<file path="src/rtl/fetch_queue_pkg.sv">
// Shared widths, entry layout and depth default for the fetch queue.
// Optional feature macro: FETCH_QUEUE_BYPASS_EN (empty-queue bypass path).
package fetch_queue_pkg;

  localparam int INSTR_LEN = 32;
  localparam int WORD      = 32;
  localparam int FQ_DEPTH  = 4;
  localparam int FQ_PTR_W  = $clog2(FQ_DEPTH);

  // One queue slot: the fetched PC and its instruction word.
  typedef struct packed {
    logic [WORD-1:0]      pc;
    logic [INSTR_LEN-1:0] instr;
  } fq_entry_t;

  localparam int ENTRY_W = $bits(fq_entry_t);

endpackage

</file>
<file path="src/rtl/fetch_queue_if.sv">
// Fetch-to-decode handshake bundle. The queue uses the slave modport,
// the producer/consumer side (fetch, decode, redirect) uses master.
interface fetch_queue_if
  import fetch_queue_pkg::*;
#(
  parameter int PTR_W = FQ_PTR_W
) ();

  logic                 flush;
  logic                 in_valid;
  logic                 in_ready;
  logic [INSTR_LEN-1:0] in_instr;
  logic [WORD-1:0]      in_pc;
  logic                 out_valid;
  logic                 out_ready;
  logic [INSTR_LEN-1:0] out_instr;
  logic [WORD-1:0]      out_pc;
  logic [PTR_W:0]       level;

  modport master (
    output flush, in_valid, in_instr, in_pc, out_ready,
    input  in_ready, out_valid, out_instr, out_pc, level
  );

  modport slave (
    input  flush, in_valid, in_instr, in_pc, out_ready,
    output in_ready, out_valid, out_instr, out_pc, level
  );

endinterface

</file>
<file path="src/rtl/fetch_queue_storage.sv">
// fq_storage: DEPTH-entry register array, one synchronous write port and
// one combinational read port so the head entry is visible without delay.
module fq_storage
  import fetch_queue_pkg::*;
#(
  parameter int DEPTH = FQ_DEPTH,
  parameter int PTR_W = $clog2(DEPTH)
) (
  input  logic             clk,
  input  logic             we,
  input  logic [PTR_W-1:0] waddr,
  input  fq_entry_t        wdata,
  input  logic [PTR_W-1:0] raddr,
  output fq_entry_t        rdata
);

  // Contents are deliberately not reset; only the queue pointers are.
  fq_entry_t mem_q [DEPTH];

  // Write the accepted entry into its slot.
  always_ff @(posedge clk) begin
    if (we) begin
      mem_q[waddr] <= wdata;
    end
  end

  assign rdata = mem_q[raddr];

endmodule

</file>
<file path="src/rtl/fetch_queue.sv">
// fetch_queue: FIFO decoupling fetch from decode, with flush on redirect.
// Holds read/write pointers, the occupancy counter and handshake logic.
// Define FETCH_QUEUE_BYPASS_EN to let an entry arriving at an empty queue
// reach decode in the same cycle without being stored.
module fetch_queue
  import fetch_queue_pkg::*;
#(
  parameter int DEPTH = FQ_DEPTH,
  parameter int PTR_W = $clog2(DEPTH)
) (
  input  logic          clk,
  input  logic          reset,
  fetch_queue_if.slave  fq
);

  localparam logic [PTR_W:0]   FULL_LVL = (PTR_W + 1)'(DEPTH);
  localparam logic [PTR_W:0]   LVL_ONE  = (PTR_W + 1)'(1);
  localparam logic [PTR_W-1:0] PTR_ONE  = PTR_W'(1);

  logic [PTR_W-1:0] wr_ptr_q, wr_ptr_d;
  logic [PTR_W-1:0] rd_ptr_q, rd_ptr_d;
  logic [PTR_W:0]   level_q, level_d;

  logic      empty;
  logic      full;
  logic      bypass;
  logic      push;
  logic      pop;
  fq_entry_t wr_entry;
  fq_entry_t rd_entry;

  assign empty = (level_q == '0);
  assign full  = (level_q == FULL_LVL);

`ifdef FETCH_QUEUE_BYPASS_EN
  // Empty queue and decode ready: hand the incoming entry straight through.
  assign bypass = reset && empty && fq.in_valid && fq.out_ready && !fq.flush;
`else
  assign bypass = 1'b0;
`endif

  // Ready/valid derive from registered occupancy only; a pop never frees
  // a slot for a push in the same cycle.
  assign fq.in_ready  = !full && !fq.flush;
  assign fq.out_valid = bypass || (!empty && !fq.flush);
  assign fq.level     = level_q;

  // A bypassed entry is consumed directly and never touches storage.
  assign push = fq.in_valid && fq.in_ready && !bypass;
  assign pop  = fq.out_valid && fq.out_ready && !bypass;

  assign wr_entry = '{pc: fq.in_pc, instr: fq.in_instr};

  fq_storage #(
    .DEPTH (DEPTH),
    .PTR_W (PTR_W)
  ) u_storage (
    .clk   (clk),
    .we    (push),
    .waddr (wr_ptr_q),
    .wdata (wr_entry),
    .raddr (rd_ptr_q),
    .rdata (rd_entry)
  );

  // Output mux: bypass entry, stored head, or an all-zero NOP bubble.
  always_comb begin
    fq.out_pc    = '0;
    fq.out_instr = '0;
    if (bypass) begin
      fq.out_pc    = fq.in_pc;
      fq.out_instr = fq.in_instr;
    end else if (fq.out_valid) begin
      fq.out_pc    = rd_entry.pc;
      fq.out_instr = rd_entry.instr;
    end
  end

  // Next pointers and occupancy; a flush empties the queue outright.
  always_comb begin
    wr_ptr_d = wr_ptr_q;
    rd_ptr_d = rd_ptr_q;
    level_d  = level_q;
    if (fq.flush) begin
      wr_ptr_d = '0;
      rd_ptr_d = '0;
      level_d  = '0;
    end else begin
      if (push) wr_ptr_d = wr_ptr_q + PTR_ONE;
      if (pop)  rd_ptr_d = rd_ptr_q + PTR_ONE;
      case ({push, pop})
        2'b10:   level_d = level_q + LVL_ONE;
        2'b01:   level_d = level_q - LVL_ONE;
        default: level_d = level_q;
      endcase
    end
  end

  // Pointer and level registers, cleared asynchronously.
  always_ff @(posedge clk or negedge reset) begin
    if (!reset) begin
      wr_ptr_q <= '0;
      rd_ptr_q <= '0;
      level_q  <= '0;
    end else begin
      wr_ptr_q <= wr_ptr_d;
      rd_ptr_q <= rd_ptr_d;
      level_q  <= level_d;
    end
  end

endmodule

</file>
<file path="src/flat_wrapper.sv">
// flat-port wrapper written by rule: the top's interface ports become plain ports
module fetch_queue_flat import fetch_queue_pkg::*;
#(
  parameter int DEPTH = FQ_DEPTH,
  parameter int PTR_W = $clog2(DEPTH)
)
  (clk, reset, fq_flush, fq_in_valid, fq_in_instr, fq_in_pc, fq_out_ready, fq_in_ready, fq_out_valid, fq_out_instr, fq_out_pc, fq_level);
  fetch_queue_if #(.PTR_W(PTR_W)) fq_i ();
  input  logic clk;
  input  logic reset;
  input wire logic [$bits(fq_i.flush)-1:0] fq_flush;
  input wire logic [$bits(fq_i.in_valid)-1:0] fq_in_valid;
  input wire logic [$bits(fq_i.in_instr)-1:0] fq_in_instr;
  input wire logic [$bits(fq_i.in_pc)-1:0] fq_in_pc;
  input wire logic [$bits(fq_i.out_ready)-1:0] fq_out_ready;
  output wire logic [$bits(fq_i.in_ready)-1:0] fq_in_ready;
  output wire logic [$bits(fq_i.out_valid)-1:0] fq_out_valid;
  output wire logic [$bits(fq_i.out_instr)-1:0] fq_out_instr;
  output wire logic [$bits(fq_i.out_pc)-1:0] fq_out_pc;
  output wire logic [$bits(fq_i.level)-1:0] fq_level;
  assign fq_i.flush = fq_flush;
  assign fq_i.in_valid = fq_in_valid;
  assign fq_i.in_instr = fq_in_instr;
  assign fq_i.in_pc = fq_in_pc;
  assign fq_i.out_ready = fq_out_ready;
  assign fq_in_ready = fq_i.in_ready;
  assign fq_out_valid = fq_i.out_valid;
  assign fq_out_instr = fq_i.out_instr;
  assign fq_out_pc = fq_i.out_pc;
  assign fq_level = fq_i.level;
  fetch_queue #(.DEPTH(DEPTH), .PTR_W(PTR_W)) u_core (.clk(clk), .reset(reset), .fq(fq_i));
endmodule
</file>
<file path="config.mk">
export PLATFORM = sky130hd
export DESIGN_NAME = fetch_queue_flat
export DESIGN_NICKNAME = d
export VERILOG_FILES = /design/src/rtl/fetch_queue_pkg.sv /design/src/rtl/fetch_queue_if.sv /design/src/rtl/fetch_queue_storage.sv /design/src/rtl/fetch_queue.sv /design/src/flat_wrapper.sv
export SDC_FILE = /design/constraint.sdc
export NUM_CORES = 1
export LEC_CHECK = 0
export CAP_MARGIN = 20
export CORE_ASPECT_RATIO = 1.25
export CORE_UTILIZATION = 51
export CTS_BUF_LIST = sky130_fd_sc_hd__clkbuf_4 sky130_fd_sc_hd__clkbuf_8
export DETAILED_ROUTE_END_ITERATION = 16
export DONT_BUFFER_PORTS = 1
export GPL_ROUTABILITY_DRIVEN = 0
export PLACE_DENSITY = 0.66
export SLEW_MARGIN = 10
export SYNTH_ARGS = -nofsm -noshare
export SYNTH_HDL_FRONTEND = slang
export SYNTH_SLANG_ARGS = --single-unit
</file>
<file path="constraint.sdc">
create_clock -name clk -period 3.65 [get_ports clk]
set_clock_uncertainty 0.15 [all_clocks]
set_input_delay 0.365 -clock clk [delete_from_list [all_inputs] [get_ports clk]]
set_output_delay 0.365 -clock clk [all_outputs]
set_load 0.01 [all_outputs]
</file>
-- After elaboration in Yosys (flattened, before gate mapping)
Memory sizes are Yosys's and may differ from the RTL's.
Index checks and enable logic that the tools add are counted.
- logic and storage cells: 32
- RAM bits: 256
- bits of input ports: 69
- flip-flop bits (word level): 7
- output and inout port bits: 69
- memories: 1
- memories (memory ; words ; bits a word ; rd ports ; clocked after memory_dff ; wr ports ; RTL line ; text):
    u_core.u_storage.mem_q ; 4 ; 64 ; 1 ; 0 ; 1 ; fetch_queue_storage.sv:18 ; fq_entry_t mem_q [DEPTH];
- muxes and demuxes: 10
- reductions and logical operators: 11
- add/sub/neg operators: 4
- eq/ne operators: 3
- operators by type and width (kind ; count):
    32-bit 2-to-1 mux ; 2
    2-bit 2-to-1 mux ; 4
    3-bit one-hot mux with 2 select lines ; 1
    2-bit by 1-bit adder with 2-bit output (second input constant) ; 2
    1-bit logical AND ; 4
    2-bit nonzero test ; 2
    3-bit by 1-bit adder with 3-bit output (second input constant) ; 1
    3-bit == test (second input constant) ; 1
    1-bit logical NOT ; 3
    3-bit logical NOT ; 1
    3-bit 2-to-1 mux ; 1
    3-bit nonzero test ; 1
    3-bit by 1-bit subtractor with 3-bit output (second input constant) ; 1
    2-bit by 1-bit == test with 1-bit output (second input constant) ; 1
    2-bit == test (second input constant) ; 1
    1-bit 2-to-1 mux ; 2

-- Longest topological paths before layout
Gate-level depths: netlist of the first run.
- depth after elaboration: 7
- mapped depth: 8
- gate-level depth less buffers: 7

-- Hierarchy
Synthesis of the first run repeated with hierarchy kept, for this count alone.
- cell total of the unflattened synthesis: 470
- area, all modules: 10388.7 sq um
- modules (own cells, without submodules) (module ; times used ; area each (sq um) ; sequential area each (sq um) ; cells an instance):
    fq_storage ; 1 ; 9341.5 ; 7687.4 ; 338
    fetch_queue ; 1 ; 1047.3 ; 175.2 ; 132

-- Worst setup path after synthesis of the first run
No wires, ideal clock.
- kind: register to register
- start: reg u_core.level_q[0], in the netlist u_core.fq.level[0]
- end: mem u_core.u_storage.mem_q[0][0] (netlist bit) (enable)
- path slack: 636 ps
- buffers on the path: 0
- stages on the path, launching flop included: 4
- setup time: 429 ps
- arrival: 2435 ps
- required time: 3071 ps
- period minus slack after synthesis: 3014 ps
- cells stage by stage: dfrtp_1 -> nor2_1 -> a21boi_2 -> and2_1
- longest elaborated chain between the ends: 6
- RTL lines (element ; RTL line ; text):
    start: declaration ; fetch_queue.sv:22 ; logic [PTR_W:0] level_q, level_d;
    start signal: assignment ; fetch_queue.sv:108 ; level_q <= level_d;
    3-bit == test ; fetch_queue.sv:33 ; assign full = (level_q == FULL_LVL);
    1-bit logical NOT ; fetch_queue.sv:44 ; assign fq.in_ready = !full && !fq.flush;
    1-bit logical AND ; fetch_queue.sv:44 ;
    1-bit logical AND ; fetch_queue.sv:49 ; assign push = fq.in_valid && fq.in_ready && !bypass;
    1-bit 2-to-1 mux ; fetch_queue_storage.sv:22 ; if (we) begin
    1-bit 2-to-1 mux (not written as such) ; fetch_queue_storage.sv:23 ; mem_q[waddr] <= wdata;
    end: declaration ; fetch_queue_storage.sv:18 ;
No other way between the ends.

-- Worst setup path in the final report of the first run
- start: reg u_core.level_q[2], in the netlist u_core.fq.level[2]
- end: reg u_core.level_q[2], in the netlist u_core.fq.level[2]
- longest elaborated chain between the ends: 7
- elaborated cells on any way between the ends: 15
- those cells by class: 2 x add/sub; 3 x eq/ne; 2 x mux; 8 x reduce/logical
- RTL lines (element ; RTL line ; text):
    3-bit == test or 3-bit logical NOT (tied branches) ; fetch_queue.sv:33, fetch_queue.sv:32 ;
    1-bit logical NOT (on tied branches) ; fetch_queue.sv:44, fetch_queue.sv:45 ;
    1-bit logical AND (on tied branches) ; fetch_queue.sv:44, fetch_queue.sv:45 ;
    1-bit logical AND (on tied branches) ; fetch_queue.sv:49, fetch_queue.sv:50 ;
    2-bit by 1-bit == test with 1-bit output or 2-bit == test (tied branches) ; fetch_queue.sv:91 ; case ({push, pop})
    3-bit one-hot mux with 2 select lines ; fetch_queue.sv:91 ;
    3-bit 2-to-1 mux ; fetch_queue.sv:84 ; if (fq.flush) begin
Parallel ways exist; a longest one is shown, timed or not.
A chain may end at the register's enable or synchronous reset.

==> results of run 1 <==
[power by group through the flow]
stage | combinational, mW | sequential, mW | clock [mW]
floorplan | 0.603 | 3.54 | 0
global placement | 0.714 | 3.58 | 0
detailed placement | 0.720 | 3.59 | 0
CTS | 0.816 | 3.53 | 2.43
global route | 0.868 | 3.54 | 2.56
finish | 0.803 | 3.53 | 2.36
[layer usage]
layer  part of all wire (%)  up-vias  GRT usage (%)
met3                    6.5       27          5.528
met1                     40     2600          23.51
met5                      0        -              0
met4                    1.6        0          6.471
met2                     52      151          34.10
li1                       -     2139              -
[through the flow]
step | hold WS [ns] | util, %
after floorplan | -0.08059 | -
final | 0.04517 | 61.68
after global routing | 0.03431 | 61.68
after detailed placement | -0.08042 | 53.83
after CTS | 0.009903 | 61.51
after global placement | -0.08041 | 53.83
[timing repair]
action                                 4_1_cts  5_1_grt
endpoints found under the hold margin      269        0
resized for setup                            0        3
setup endpoints to repair                    0        1
hold buffers                                70        0
[final timing paths]
check | from | endpoint | slack [ns] | cells past startpoint
setup / recovery | u_core.fq.level[2] | u_core.fq.level[2] | 0.18 | 9
hold / removal | reset | u_core.fq.level[0] | 0.05 | 1
setup reg to reg | u_core.fq.level[2] | u_core.fq.level[2] | 0.18 | 9
hold reg to reg | u_core.wr_ptr_q[1] | u_core.wr_ptr_q[1] | 0.48 | 2
max in group asynchronous | reset | u_core.rd_ptr_q[1] | 3.00 | 1
min in group clk | fq_in_valid | u_core.wr_ptr_q[0] | 0.05 | 3
[cells by family (layout without fill, tap and decap cells)]
group	Yosys count	in the layout	share of synthesized area [%]
AND/OR/NAND/NOR	88	88	5.221
other	0	1	0
multiplexers	65	65	14.30
AO/OA/AOI/OAI	11	11	0.7985
XOR/XNOR	4	4	0.3440
flip-flops	263	263	77.19
adder cells (fa/ha/maj)	5	5	0.6879
buffers and inverters	33	153	1.462
[Yosys cell counts (all sizes together)]
master  instances  share of area, %
fa              1              0.20
inv             3              0.11
a31oi           1             0.061
a21oi           1             0.049
xnor2           2              0.17
edfxtp        256                75
nand2           4              0.15
xor2            2              0.17
nor2b           1             0.061
dfrtp           7               1.7
and3           65               4.0
o211ai          1             0.074
nand3b          1             0.074
o22ai           1             0.061
mux2            1              0.15
and2            6              0.37
nor2            5              0.18
buf            10              0.61
nor3            1             0.049
clkbuf         20              0.74
o221a           1              0.11
nand3           2             0.098
and2b           1             0.074
or3             1              0.11
ha              4              0.49
o31ai           1             0.074
a21boi          2              0.18
o21ai           2             0.098
a31o            1             0.086
nor4            1             0.061
mux4           64                14
[flip-flops by register name (all words and copies together) (netlist names)]
name	flops
u_core.rd_ptr_q	2
u_core.u_storage.mem_q	256
u_core.wr_ptr_q	2
u_core.fq.level	3
[layout make-up]
type | count | area (µm²) | share of cell area (%)
clock buffer | 57 | 696.9 | 5.803
sequential | 263 | 7873 | 65.56
tap | 265 | 331.6 | 2.761
timing repair buffer | 77 | 803.3 | 6.689
inverter | 3 | 11.26 | 0.09377
multi-input combinational | 173 | 2192 | 18.25
antenna | 1 | 2.502 | 0.02084
clock inverter | 16 | 98.84 | 0.8231
==> results.toml, run 1 <==
[global_routing]
grt_start_max_net_pins = 68
grt_pass1_vias = 5481
grt_pass1_wl_um = 29970
antenna_found_initial = 1
grt_usage_pct = 19.65
grt-ovfl-total = 0

[power_and_ir_drop]
seqPwrFrac_pct = 52.7
switchingPower_mw = 1.556
p_total_mw = 6.686
p_sw_share_pct = 23.26
combPwrFrac_pct = 12.0
p_int_mw = 5.131
vdd_drop_max_uv = 369.1
p_clk_share_pct = 35.3
power_density_nw_per_um2 = 556.8
p_leak_nw = 4.030

[timing]
setup_violations = 0
drv_slew = 0
rsz0062_at_grt = "no"
worst_pin_slew_ns = 1.022
period_share_pct = 94.95
finalHoldViolations = 0
fin_crit_ns = 3.466
slew_headroom_pct = 31.87
tns_ns = 0
max_freq_ghz = 0.2885
layout_setup_ws_ns = 0.1842

[clocking]
path_clk_slew_ns = 0.06
post_cts_buffers = 0
cts_buffers = 41
ctsRootBufferMaster = "clkbuf_8"
cts.sinks = 263
clk_path_buf_depth = 3
htreeDepth = 2
clk_latency_ns = 0.51
cts_tree = "yes"

[die]
initial_core_util_pct = 52.32
die-area_um2 = 20550
num_rows = 57
dieWidth_um = 128.4
core_um2 = 19470
io-pin-count = 138
die_h_um = 160.0

[placement]
dpl.hpwl_um = 9992
dpl_cell_area_um2 = 10480
pre_cts_ws_ns = 1.119
place_inst = 710
port_buffers = 0

[synth]
synth_seq_cells = 263
syn_area_per_cell_um2 = 21.72
syn-num-nets = 543
yosys_warnings = 0
synth.cell_area_um2 = 10190
seq_area_frac_synth_pct = 77.19
synth_cell_types = 34
syn_inst = 469

[routing]
drcViolationCount = 0
drtIter0Drc = 251
routed-via-count = 4917
drtAntennaViolNets = 0
wl_per_cell_um = 22.47
viasPerCell = 5.751
routed_wl_um = 19210
firstDrtPassIters = 4

[critical_path]
crit_arrival_ns = 3.76
critPathRequiredTime_ns = 3.95
cp_cell_sequence = "or3_4 -> nand2_1 -> nor3_1 -> fa_1 -> nor4_1 -> o21ai_0 -> dlygate4sd3_1 -> a31oi_1 -> dlygate4sd3_1"
critPathTopFamily = "buffers and inverters"
cpPeakStageDelay_ns = 0.58
path_class = "reg2reg"
cp-end-kind = "flip-flop"
slowest_stage = "dlygate4sd3_1"
cp_common_cell = "dlygate4sd3_1"
critPathMaxFanout = 9
crit_buf_inv = 2
startpoint_type = "flip-flop"

[job]
cap_violations = 0

[worst_hold_path]
hold_path_class = "in2async"

[cells_and_area]
fin_area_um2 = 12010
drive_above_1_share_pct = 24.79
fin_cells = 855
nets = 633
layout_common_cells = "256 x edfxtp_1, 70 x dlygate4sd3_1, 65 x and3_1, 64 x mux4_2, 43 x clkbuf_8"
n_fill_cell = 1376
final_common_cell = "edfxtp_1"
area_delta_synth_final_pct = 17.90

[outcome]
status = "finished clean"
No activity file was read; power rests on OpenSTA's default activity.
==> run 2, diff against run 1 <==
--- a/config.mk
+++ b/config.mk
@@ -8,11 +8,11 @@
 export CAP_MARGIN = 20
 export CORE_ASPECT_RATIO = 1.25
 export CORE_UTILIZATION = 51
-export CTS_BUF_LIST = sky130_fd_sc_hd__clkbuf_4 sky130_fd_sc_hd__clkbuf_8
+export CTS_BUF_LIST = sky130_fd_sc_hd__clkbuf_8
 export DETAILED_ROUTE_END_ITERATION = 16
 export DONT_BUFFER_PORTS = 1
 export GPL_ROUTABILITY_DRIVEN = 0
-export PLACE_DENSITY = 0.66
+export PLACE_DENSITY = 0.69
 export SLEW_MARGIN = 10
 export SYNTH_ARGS = -nofsm -noshare
 export SYNTH_HDL_FRONTEND = slang
==> results.toml, run 2 (synthesized netlist as in run 1, its figures left out) <==
[routing]
drtIter0Drc = 336
firstDrtPassIters = 5
drcViolationCount = 0
routed-via-count = 4898
drtAntennaViolNets = 0
wl_per_cell_um = 22.60
routed_wl_um = 19280
viasPerCell = 5.742

[die]
num_rows = 57
dieWidth_um = 128.4
initial_core_util_pct = 52.32
io-pin-count = 138
die_h_um = 160.0
die-area_um2 = 20550
core_um2 = 19470

[critical_path]
critPathRequiredTime_ns = 3.93
crit_start = "u_core.fq.level[2]"
cp-endpoint = "u_core.fq.level[2]"
critPathMaxFanout = 68
crit_arrival_ns = 3.65
cp-end-kind = "flip-flop"
path_class = "reg2reg"
r2r-start = "u_core.fq.level[2]"
startpoint_type = "flip-flop"
reg2reg_slack_ns = 0.29
rr_worst_depth = 8
timing.rr.end = "u_core.fq.level[2]"

[power_and_ir_drop]
vdd_drop_max_uv = 395.8
power_density_nw_per_um2 = 545.8
p_leak_nw = 4.026
p_total_mw = 6.529

[clocking]
path_clk_slew_ns = 0.05
cts_buffers = 41
clk_path_buf_depth = 3
clk_latency_ns = 0.52
ctsRootBufferMaster = "clkbuf_8"
cts_tree = "yes"
htreeDepth = 2
cts.sinks = 263

[timing]
finalHoldViolations = 0
slew_headroom_pct = 33.08
period_share_pct = 92.16
tns_ns = 0
drv_slew = 0
worst_pin_slew_ns = 1.004
max_freq_ghz = 0.2973
fin_crit_ns = 3.364
setup_violations = 0
rsz0062_at_grt = "no"

[global_routing]
grt_pass1_vias = 5435
grt_pass1_wl_um = 30060
grt-ovfl-total = 0
grt_usage_pct = 19.81
antenna_found_initial = 1
grt_start_max_net_pins = 69

[cells_and_area]
area_delta_synth_final_pct = 17.44
fin_area_um2 = 11960
drive_above_1_share_pct = 22.49
top_register = "u_core.u_storage.mem_q"
layout_common_cells = "256 x edfxtp_1, 70 x dlygate4sd3_1, 65 x and3_1, 64 x mux4_2, 43 x clkbuf_8"
final_common_cell = "edfxtp_1"
final_util_pct = 61.44
nets = 633
largest_reg_flops = 256

[placement]
dpl_cell_area_um2 = 10510
port_buffers = 0
dpl.hpwl_um = 10140

[worst_hold_path]
hold_path_class = "in2reg"

[job]
cap_violations = 0

[outcome]
status = "finished clean"
[run 2: cell types whose count changed in the layout (fill, tap and decap cells not counted), moves of 2 or more]
cell | before | now
dfrtp_2 | 2 | 0
inv_1 | 2 | 11
buf_4 | 3 | 1
dfrtp_1 | 3 | 5
clkinv_2 | 3 | 6
clkbuf_4 | 14 | 0
buf_12 | 4 | 6
[run 2: layer usage]
layer	vias to the layer above	share of wire (%)	track usage (%)
li1	2129	-	-
met1	2580	39	24.28
met2	159	53	33.73
met3	30	6.3	5.494
met4	0	1.8	6.791
met5	-	0	0
[run 2: worst max-delay path, stage by stage (launching register included)]
cell and delay (ns):
dfrtp_1 0.51, or3_4 0.73, nand2_1 0.22, nor3_1 0.08, fa_1 0.46, nor4_1 0.28
o21ai_0 0.13, dlygate4sd3_1 0.58, a31oi_1 0.14
[run 2: timing repair]
item | 4_1_cts | 5_1_grt
gates resized for setup | 0 | 0
hold buffers | 70 | 0
endpoints found under the hold margin | 269 | 0
setup buffers | 0 | 0
[run 2: cell type report]
type | count | area, µm²
sequential | 263 | 7870
fill | 1408 | 7507
clock buffer | 43 | 591.8
antenna | 1 | 2.502
multi-input combinational | 173 | 2185
tap | 265 | 331.6
clock inverter | 28 | 142.6
timing repair buffer | 77 | 828.3
inverter | 3 | 11.26
[run 2: how the worst min path moves through the flow]
stage,from,end,cells past startpoint
after floorplan,reset,u_core.fq.level[0],0
after global placement,reset,u_core.fq.level[2],0
after detailed placement,reset,u_core.fq.level[2],0
after CTS,fq_flush,u_core.fq.level[0],2
after global routing,fq_flush,u_core.fq.level[0],2
final,fq_flush,u_core.fq.level[0],2
[run 2: metrics by stage]
step | hold WS (ns) | cells | worst slack (ns)
floorplan | -0.08059 | 469 | 0.6361
global placement | -0.08044 | 710 | 0.9417
detailed placement | -0.08041 | 710 | 0.8938
CTS | 0.002482 | 851 | 0.3447
global route | 0.02561 | 853 | 0.07121
finish | 0.04038 | 853 | 0.2860
[run 2: power breakdown]
part	total (mW)	internal, mW	switching, mW
Combinational	0.797	0.377	0.420
Sequential	3.52	3.44	0.0812
Clock	2.21	1.16	1.05
Total	6.53	4.98	1.55
==> run 3, diff against run 2 <==
--- a/config.mk
+++ b/config.mk
@@ -12,6 +12,7 @@
 export DETAILED_ROUTE_END_ITERATION = 16
 export DONT_BUFFER_PORTS = 1
 export GPL_ROUTABILITY_DRIVEN = 0
+export HOLD_SLACK_MARGIN = 0.03
 export PLACE_DENSITY = 0.69
 export SLEW_MARGIN = 10
 export SYNTH_ARGS = -nofsm -noshare
==> results.toml, run 3 (synthesized netlist as in run 1, its figures left out) <==
[outcome]
status = "finished clean"

[timing]
finalHoldViolations = 0
worst_pin_slew_ns = 1.011
fin_crit_ns = 3.340
setup_violations = 0
rsz0062_at_grt = "no"
tns_ns = 0
period_share_pct = 91.51
max_freq_ghz = 0.2994
drv_slew = 0
layout_setup_ws_ns = 0.3098
slew_headroom_pct = 32.57

[global_routing]
grt_start_max_net_pins = 69
grt_usage_pct = 19.82
grt_pass1_vias = 5434
grt_pass1_wl_um = 30110
antenna_found_initial = 1
grt-ovfl-total = 0

[cells_and_area]
nets = 634
final_common_cell = "edfxtp_1"
layout_common_cells = "256 x edfxtp_1, 71 x dlygate4sd3_1, 65 x and3_1, 64 x mux4_2, 43 x clkbuf_8"
n_fill_cell = 1411
final_util_pct = 61.49
largest_reg_flops = 256
fin_area_um2 = 11970
top_register = "u_core.u_storage.mem_q"
area_delta_synth_final_pct = 17.54
drive_above_1_share_pct = 22.45

[critical_path]
path_class = "reg2reg"
critPathMaxFanout = 68
rr_worst_depth = 8
crit_arrival_ns = 3.62
cp-end-kind = "flip-flop"
startpoint_type = "flip-flop"
critPathRequiredTime_ns = 3.93

[routing]
routed_wl_um = 19290
wl_per_cell_um = 22.59
routed-via-count = 4833
viasPerCell = 5.659
drcViolationCount = 0
drtAntennaViolNets = 0
drtIter0Drc = 315
firstDrtPassIters = 4

[die]
num_rows = 57
core_um2 = 19470
die-area_um2 = 20550
initial_core_util_pct = 52.32
dieWidth_um = 128.4
io-pin-count = 138
die_h_um = 160.0

[clocking]
ctsResizeCount = 0
cts_buffers = 41
htreeDepth = 2
cts.sinks = 263
post_cts_buffers = 0
clk_latency_ns = 0.52
cts_tree = "yes"
clk_path_buf_depth = 3
ctsRootBufferMaster = "clkbuf_8"
path_clk_slew_ns = 0.05

[job]
cap_violations = 0

[power_and_ir_drop]
p_leak_nw = 4.030
vdd_drop_max_uv = 393.8
power_density_nw_per_um2 = 545.3
p_total_mw = 6.528

[placement]
dpl_cell_area_um2 = 10510
dpl.hpwl_um = 10140
port_buffers = 0
pre_cts_ws_ns = 0.8938

[worst_hold_path]
hold-path-cell-count = 3
hold_path_class = "in2reg"
## run 3: changes by cell type in the layout (fill, tap and decap cells not counted), sizes merged
cell         previous run  this run
dlygate4sd3            70        71
## run 3: worst paths after layout
kind | start | to | slack (ns)
worst max-delay path | u_core.fq.level[2] | u_core.fq.level[2] | 0.31
max in group asynchronous | reset | u_core.rd_ptr_q[1] | 2.46
worst max register to register | u_core.fq.level[2] | u_core.fq.level[2] | 0.31
worst min-delay path | fq_in_valid | u_core.wr_ptr_q[0] | 0.05
min in group asynchronous | reset | u_core.wr_ptr_q[1] | 0.60
worst min register to register | u_core.wr_ptr_q[1] | u_core.wr_ptr_q[1] | 0.49
## run 3: power by group
part	switching (mW)	total [mW]	internal (mW)	leakage, nW
clock network	1.05	2.21	1.16	0.412
logic	0.419	0.797	0.378	1.20
registers	0.0809	3.52	3.44	2.42
total	1.55	6.53	4.98	4.03
## run 3: what timing repair did
item                       4_1_cts  5_1_grt
setup endpoints to repair        0        0
hold endpoints to repair       269        0
hold buffers                    71        0
## run 3: area by class of cell
class / count / area, µm² / share of cell area (%)
clock inverter: 28 / 142.6 / 1.191
antenna: 1 / 2.502 / 0.02090
multi-input combinational: 173 / 2185 / 18.25
sequential: 263 / 7870 / 65.73
inverter: 3 / 11.26 / 0.09405
tap: 265 / 331.6 / 2.769
clock buffer: 43 / 591.8 / 4.943
timing repair buffer: 78 / 838.3 / 7.002
## run 3: through the flow
| stage | hold slack [ns] | instances |
|---|---|---|
| after detailed placement | -0.08041 | 710 |
| after CTS | 0.03297 | 852 |
| after floorplan | -0.08059 | 469 |
| after global routing | 0.07925 | 854 |
| after global placement | -0.08044 | 710 |
| final | 0.05488 | 854 |
## run 3: per-layer routing
metal	wire length, µm	part of all wire (%)	track usage [%]
met2	10130	53	33.61
met1	7494	39	24.25
met5	0	0	0
met4	329	1.7	7.059
met3	1334	6.9	5.628
## run 3: worst max-delay path, cell delays in order, from the launching register on
cell and delay, ns:
dfrtp_1 0.51, or3_4 0.72, nand2_1 0.21, nor3_1 0.08, fa_1 0.47, nor4_1 0.28, o21ai_0 0.12, dlygate4sd3_1 0.57
a31oi_1 0.13
==> variant 1: new RTL, flow settings as in run 2 <==
The option `FETCH_QUEUE_BYPASS_EN` is turned on by a define.
--- a/src/rtl/fetch_queue.sv
+++ b/src/rtl/fetch_queue.sv
@@ -2,6 +2,8 @@
 // Holds read/write pointers, the occupancy counter and handshake logic.
 // Define FETCH_QUEUE_BYPASS_EN to let an entry arriving at an empty queue
 // reach decode in the same cycle without being stored.
+`define FETCH_QUEUE_BYPASS_EN
+
 module fetch_queue
   import fetch_queue_pkg::*;
 #(
Formal check against the unedited RTL: not equivalent (a bounded check fails within 4 cycles, from zero or initial values and one cycle with reset low).
==> variant 1 against run 2 <==
Non-clock buffer count increased by 2. Sequential cell count unchanged. Final area increased by 2.2%. Wire length increased by 5.7%. Highest routed layer unchanged. Total power increased by 6.1%. Combinational power increased by 47%. Area after synthesis increased by 3.4%. Worst setup slack improved by 0.25 ns. Largest power group unchanged.
==> variant 1: results (changes against run 2) <==
[grt]
grt_overflow = 0  ; unchanged
grt_usage_pct = 19.82  ; about the same
grt_antenna_before_repair = 0  ; -1
grt_max_degree = 65  ; -5.8%
grt_pass1_wl_mm = 30.99  ; +3.1%
grt_pass1_vias = 5564  ; +2.4%

[power]
ir_drop_v = 0.0003653  ; -7.7%
intPower_mw = 5.186  ; +4.2%
p_leak_nw = 3.947  ; -2.0%

[synthesis]
synth_nets = 556  ; +2.4%
yosysWarnings = 0  ; unchanged
synth_cell_type_count = 42  ; +24%
async_reset_ff_share_pct = 2.662  ; unchanged
synth.area.top_cells = edfxtp_1 73%, mux4_2 14%, a22o_1 5.3%, dfrtp_1 1.7%, buf_6 1.1%
synth_area_per_cell_um2 = 21.85  ; +0.61%
ys_seq_area_share_pct = 74.65  ; -2.5 points
synth_edf_count = 256  ; unchanged
synth_commonest_cells = 256 x edfxtp_1, 64 x a22o_1, 64 x mux4_2, 11 x clkbuf_1, 10 x buf_6

[place]
post-place-ws_ns = 1.055  ; +0.1614 ns
post-dp-hpwl_mm = 10.96  ; +8.1%
dp_cells = 731  ; +3.0%
io_buffers = 0  ; unchanged
placed_area_um2 = 10830  ; +3.1%

[clock_tree]
clkLatencyLatePin_ns = 0.51
cts_setup_buffers = 0  ; unchanged
cts_buffer_depth = 3  ; unchanged
htree_levels = 2  ; unchanged
root_buffer = clkbuf_8
cts_buffers = 40  ; -2.4%
clk_pin_slew_ns = 0.06

[cells_and_area]
drive_above_1_share_pct = 22.95  ; +0.46 points
nets = 645  ; +1.9%
nFillCells = 1485  ; +5.5%
largest-register = u_core.u_storage.mem_q
antenna_cells = 0  ; -1
largest_register_ffs = 256  ; unchanged

[detailed_routing]
wl_per_cell_um = 23.50  ; +4.0%
dr_total_vias = 5216  ; +6.5%
drt_wl_total_mm = 20.37  ; +5.7%
drt_iter0_markers = 312  ; -7.1%
first_pass_iters = 6  ; +1

[critical_path]
ff2ff_setup_slack_ns = 1.04  ; +0.75 ns
crit_path_max_fanout = 34  ; -50%
arrival_ns = 2.60  ; -1.05 ns

[sta]
min_period_ns = 3.116  ; -0.2484 ns
slew_headroom_pct = 31.78  ; -1.3 points
holdWs_ns = 0.03175  ; -0.008633 ns

[status]
status = finished, final reports clean

[hold_path]
hold_path.class = in -> reg

## variant 1: cell types whose count changed after synthesis, moves of 3 or more
| cell | change |
|---|---|
| buf_6 | +10 |
| clkbuf_1 | -9 |
| nand2_1 | -3 |
| a22o_1 | +64 |
| and3_1 | -65 |
## variant 1: cell families (layout without fill, tap and decap cells)
family          Yosys count  in the layout  share of synthesized area, %
simple gates             28             28                         1.723
mux                      65             65                         13.78
flops                   263            263                         74.65
compound gates           82             82                         6.724
buf+inv                  36            151                         2.210
fa+ha+maj                 5              5                        0.6653
xor+xnor                  3              3                        0.2495
## variant 1: cell type report
cell class / instances / area (µm²) / area share [%]
clock inverter: 25 / 123.9 / 1.013
sequential: 263 / 7868 / 64.35
multi-input combinational: 183 / 2451 / 20.05
tap: 270 / 337.8 / 2.763
clock buffer: 43 / 591.8 / 4.841
inverter: 4 / 15.01 / 0.1228
timing repair buffer: 79 / 838.3 / 6.857
## variant 1: what timing repair did
action,in CTS,in global routing
hold buffers,68,0
endpoints found under the hold margin,269,0
gates resized for setup,0,0
## variant 1: power groups by stage
stage	sequential [mW]	combinational (mW)	clock, mW
2_1_floorplan	3.57	0.961	0
3_3_place_gp	3.64	1.08	0
3_5_place_dp	3.65	1.09	0
4_1_cts	3.58	1.19	2.24
5_1_grt	3.60	1.26	2.36
6_report	3.58	1.17	2.18
## variant 1: path summary, 6_finish.rpt
check,cells past startpoint,endpoint,start
worst min register to register,2,u_core.wr_ptr_q[1]$_DFFE_PN0P_,u_core.wr_ptr_q[1]$_DFFE_PN0P_
worst min-delay path,3,u_core.fq.level[2]$_DFFE_PN0P_,fq_flush
max in group asynchronous,1,u_core.rd_ptr_q[0]$_DFFE_PN0P_,reset
worst max-delay path,4,fq_out_instr[1],u_core.fq.level[0]$_DFFE_PN0P_
min in group asynchronous,1,u_core.rd_ptr_q[1]$_DFFE_PN0P_,reset
worst max register to register,8,u_core.fq.level[2]$_DFFE_PN0P_,u_core.fq.level[2]$_DFFE_PN0P_
## variant 1: metal layers
| layer | vias up | global-route usage [%] | share of wire (%) | routed length [µm] |
|---|---|---|---|---|
| li1 | 2260 | - | - | - |
| met1 | 2728 | 24.61 | 39 | 8010 |
| met2 | 182 | 33.31 | 53 | 10730 |
| met3 | 46 | 4.993 | 5.5 | 1128 |
| met4 | 0 | 7.680 | 2.5 | 503 |
| met5 | - | 0 | 0 | 0 |
## variant 1: critical path, cell delays in order, from the launching register on
cell and delay [ns]:
dfrtp_1 0.61, nor3_1 0.19, nor2_4 0.72, buf_12 0.29, a22o_1 0.27
==> variant 2: new RTL, config.mk and constraints of run 2 <==
Made on the original files. Reset style: synchronous (`reset`), changed in one clocked block. Comments in the files are not updated.
--- a/src/rtl/fetch_queue.sv
+++ b/src/rtl/fetch_queue.sv
@@ -97,7 +97,7 @@
   end
 
   // Pointer and level registers, cleared asynchronously.
-  always_ff @(posedge clk or negedge reset) begin
+  always_ff @(posedge clk) begin
     if (!reset) begin
       wr_ptr_q <= '0;
       rd_ptr_q <= '0;
Behaviour: differs if reset is asserted again (counterexample within 4 cycles, from zero or initial values and one cycle with reset low); with reset held inactive, the same outputs for 4 cycles.
==> variant 2 against run 2 <==
Count of clock-buffer cells in the layout stayed put. Wire length is 3.8% lower. Core utilization is 0.33 points lower. Sequential cell count is 2 higher. Final cell count is 0.23% lower. Area after synthesis is 0.72% higher. Final area is 0.17% lower. Worst setup slack better by 0.50 ns. Critical path type is now reg -> out. Highest routed layer unchanged.
Power is not compared: it rests on default switching activity, and its combinational part moved more than twofold at a synthesized area within 25%.
==> variant 2: results (changes against run 2) <==
[status]
status = finished, final reports clean

[sta]
worst_slew_pin_slew_ns = 1.052  ; +0.04770 ns

[clock_tree]
cts_buffers = 41  ; unchanged
clkLatencyLatePin_ns = 0.51
cts_setup_buffers = 0  ; unchanged
htree_levels = 2  ; unchanged
root_buffer = clkbuf_8
clk_pin_slew_ns = 0.06
cts_buffer_depth = 3  ; unchanged

[cells_and_area]
largest-register = u_core.u_storage.mem_q
nets = 631  ; -0.32%
antenna_cells = 0  ; -1
drive_above_1_share_pct = 21.67  ; -0.81 points
largest_register_ffs = 256  ; unchanged

[grt]
grt_max_degree = 65  ; -5.8%
grt_pass1_vias = 5304  ; -2.4%
grt_pass1_wl_mm = 28.84  ; -4.1%
grt_usage_pct = 18.86  ; -0.94 points
grt_antenna_before_repair = 0  ; -1

[synthesis]
async_reset_ff_share_pct = 0  ; -2.7 points
synth_cell_type_count = 32  ; -5.9%
synth.area.top_cells = edfxtp_1 75%, mux4_2 13%, and2_1 3.9%, dfxtp_1 1.8%, buf_12 1.2%
synth-main-ff-cell = edfxtp_1
synth_commonest_cells = 256 x edfxtp_1, 64 x and2_1, 60 x mux4_2, 9 x dfxtp_1
ys_seq_area_share_pct = 76.68  ; -0.51 points
synth_edf_count = 256  ; unchanged
synth_nets = 538  ; -0.92%
yosysWarnings = 0  ; unchanged

[place]
post-dp-hpwl_mm = 9.934  ; -2.0%
io_buffers = 0  ; unchanged
post-place-ws_ns = 0.9320  ; +0.03825 ns

[detailed_routing]
first_pass_iters = 5  ; unchanged
viasPerCell = 5.498  ; -4.2%
wl_per_cell_um = 21.79  ; -3.6%
drt_iter0_markers = 356  ; +6.0%

[hold_path]
hold_path.class = in -> reg

[critical_path]
crit_path_max_fanout = 21  ; -69%
slowest_delay_ns = 0.62  ; -0.11 ns
arrival_ns = 2.35  ; -1.30 ns
slowest_stage = dfxtp_4

[power]
p_leak_nw = 3.822
ir_drop_v = 0.0003624

==> variant 2: changes by cell type in the layout (fill, tap and decap cells not counted), sizes merged, moves of 3 or more <==
cell | before | now
buf | 7 | 4
a21oi | 1 | 4
clkinv | 17 | 10
and3 | 65 | 4
and2 | 6 | 65
inv | 12 | 23
dfxtp | 0 | 9
dfrtp | 7 | 0
nand2 | 4 | 0
==> variant 2: layout make-up <==
type                    instances  area [µm²]
multi-input cells             169        2195
well taps                     265       331.6
inverters                       7       26.28
clock inverters                30       200.2
repair buffers                 72       723.2
clock buffers                  43       591.8
fillers                      1416        7599
flip-flops and latches        265        7875
==> variant 2: worst max-delay path: cells and delay by family (launching register included) <==
| family | cells | cell delay (ns) |
|---|---|---|
| multiplexers | 1 | 0.58 |
| AND/OR/NAND/NOR | 1 | 0.25 |
| flip-flops | 1 | 0.62 |
| buffers and inverters | 1 | 0.37 |
==> variant 2: final timing paths <==
| check | start | endpoint | slack, ns | cells after the start |
|---|---|---|---|---|
| max | flip-flop | fq_out_instr[20] | 0.79 | 3 |
| min reg2reg | u_core.rd_ptr_q[1]$_SDFFE_PP0P_ | flip-flop | 0.35 | 2 |
| max reg2reg | u_core.fq.level[2]$_SDFFE_PP0P_ | u_core.fq.level[2]$_SDFFE_PP0P_ | 0.92 | 9 |
| min | reset | u_core.wr_ptr_q[1]$_SDFFE_PP0P_ | 0.05 | 3 |
==> variant 2: cells by family after synthesis <==
logic type	count (synthesis)	synth area share, %
compound gates	11	0.7562
xor+xnor	2	0.1708
fa+ha+maj	6	0.8049
buf+inv	29	2.195
flops	265	76.68
mux	64	14.20
simple gates	86	5.195
==> variant 2: power breakdown <==
group | total [mW] | switching (mW) | internal, mW
Clock | 2.37 | 1.07 | 1.30
Combinational | 0.197 | 0.101 | 0.0967
Sequential | 3.39 | 0.0114 | 3.38
Total | 5.96 | 1.18 | 4.78
==> variant 2: repair_timing <==
item,CTS,global route
endpoints found under the hold margin,262,0
resized for setup,0,0
hold buffers,68,0
endpoints found under the setup margin,0,0
==> variant 2: metal layers <==
layer | GRT usage, % | share of wire (%) | wire (µm) | vias up
li1 | - | - | - | 2069
met2 | 33.86 | 55 | 10180 | 135
met4 | 6.631 | 1.6 | 297 | 0
met1 | 21.61 | 38 | 7014 | 2444
met3 | 4.897 | 5.7 | 1052 | 31
met5 | 0 | 0 | 0 | -
==> variant 2: metrics by stage <==
stage / area, µm² / utilization [%] / cells
after floorplan: 10260 / - / 463
after global placement: 10470 / 53.58 / 710
after detailed placement: 10470 / 53.58 / 710
after CTS: 11940 / 61.12 / 851
after global routing: 11940 / 61.12 / 851
final: 11940 / 61.12 / 851
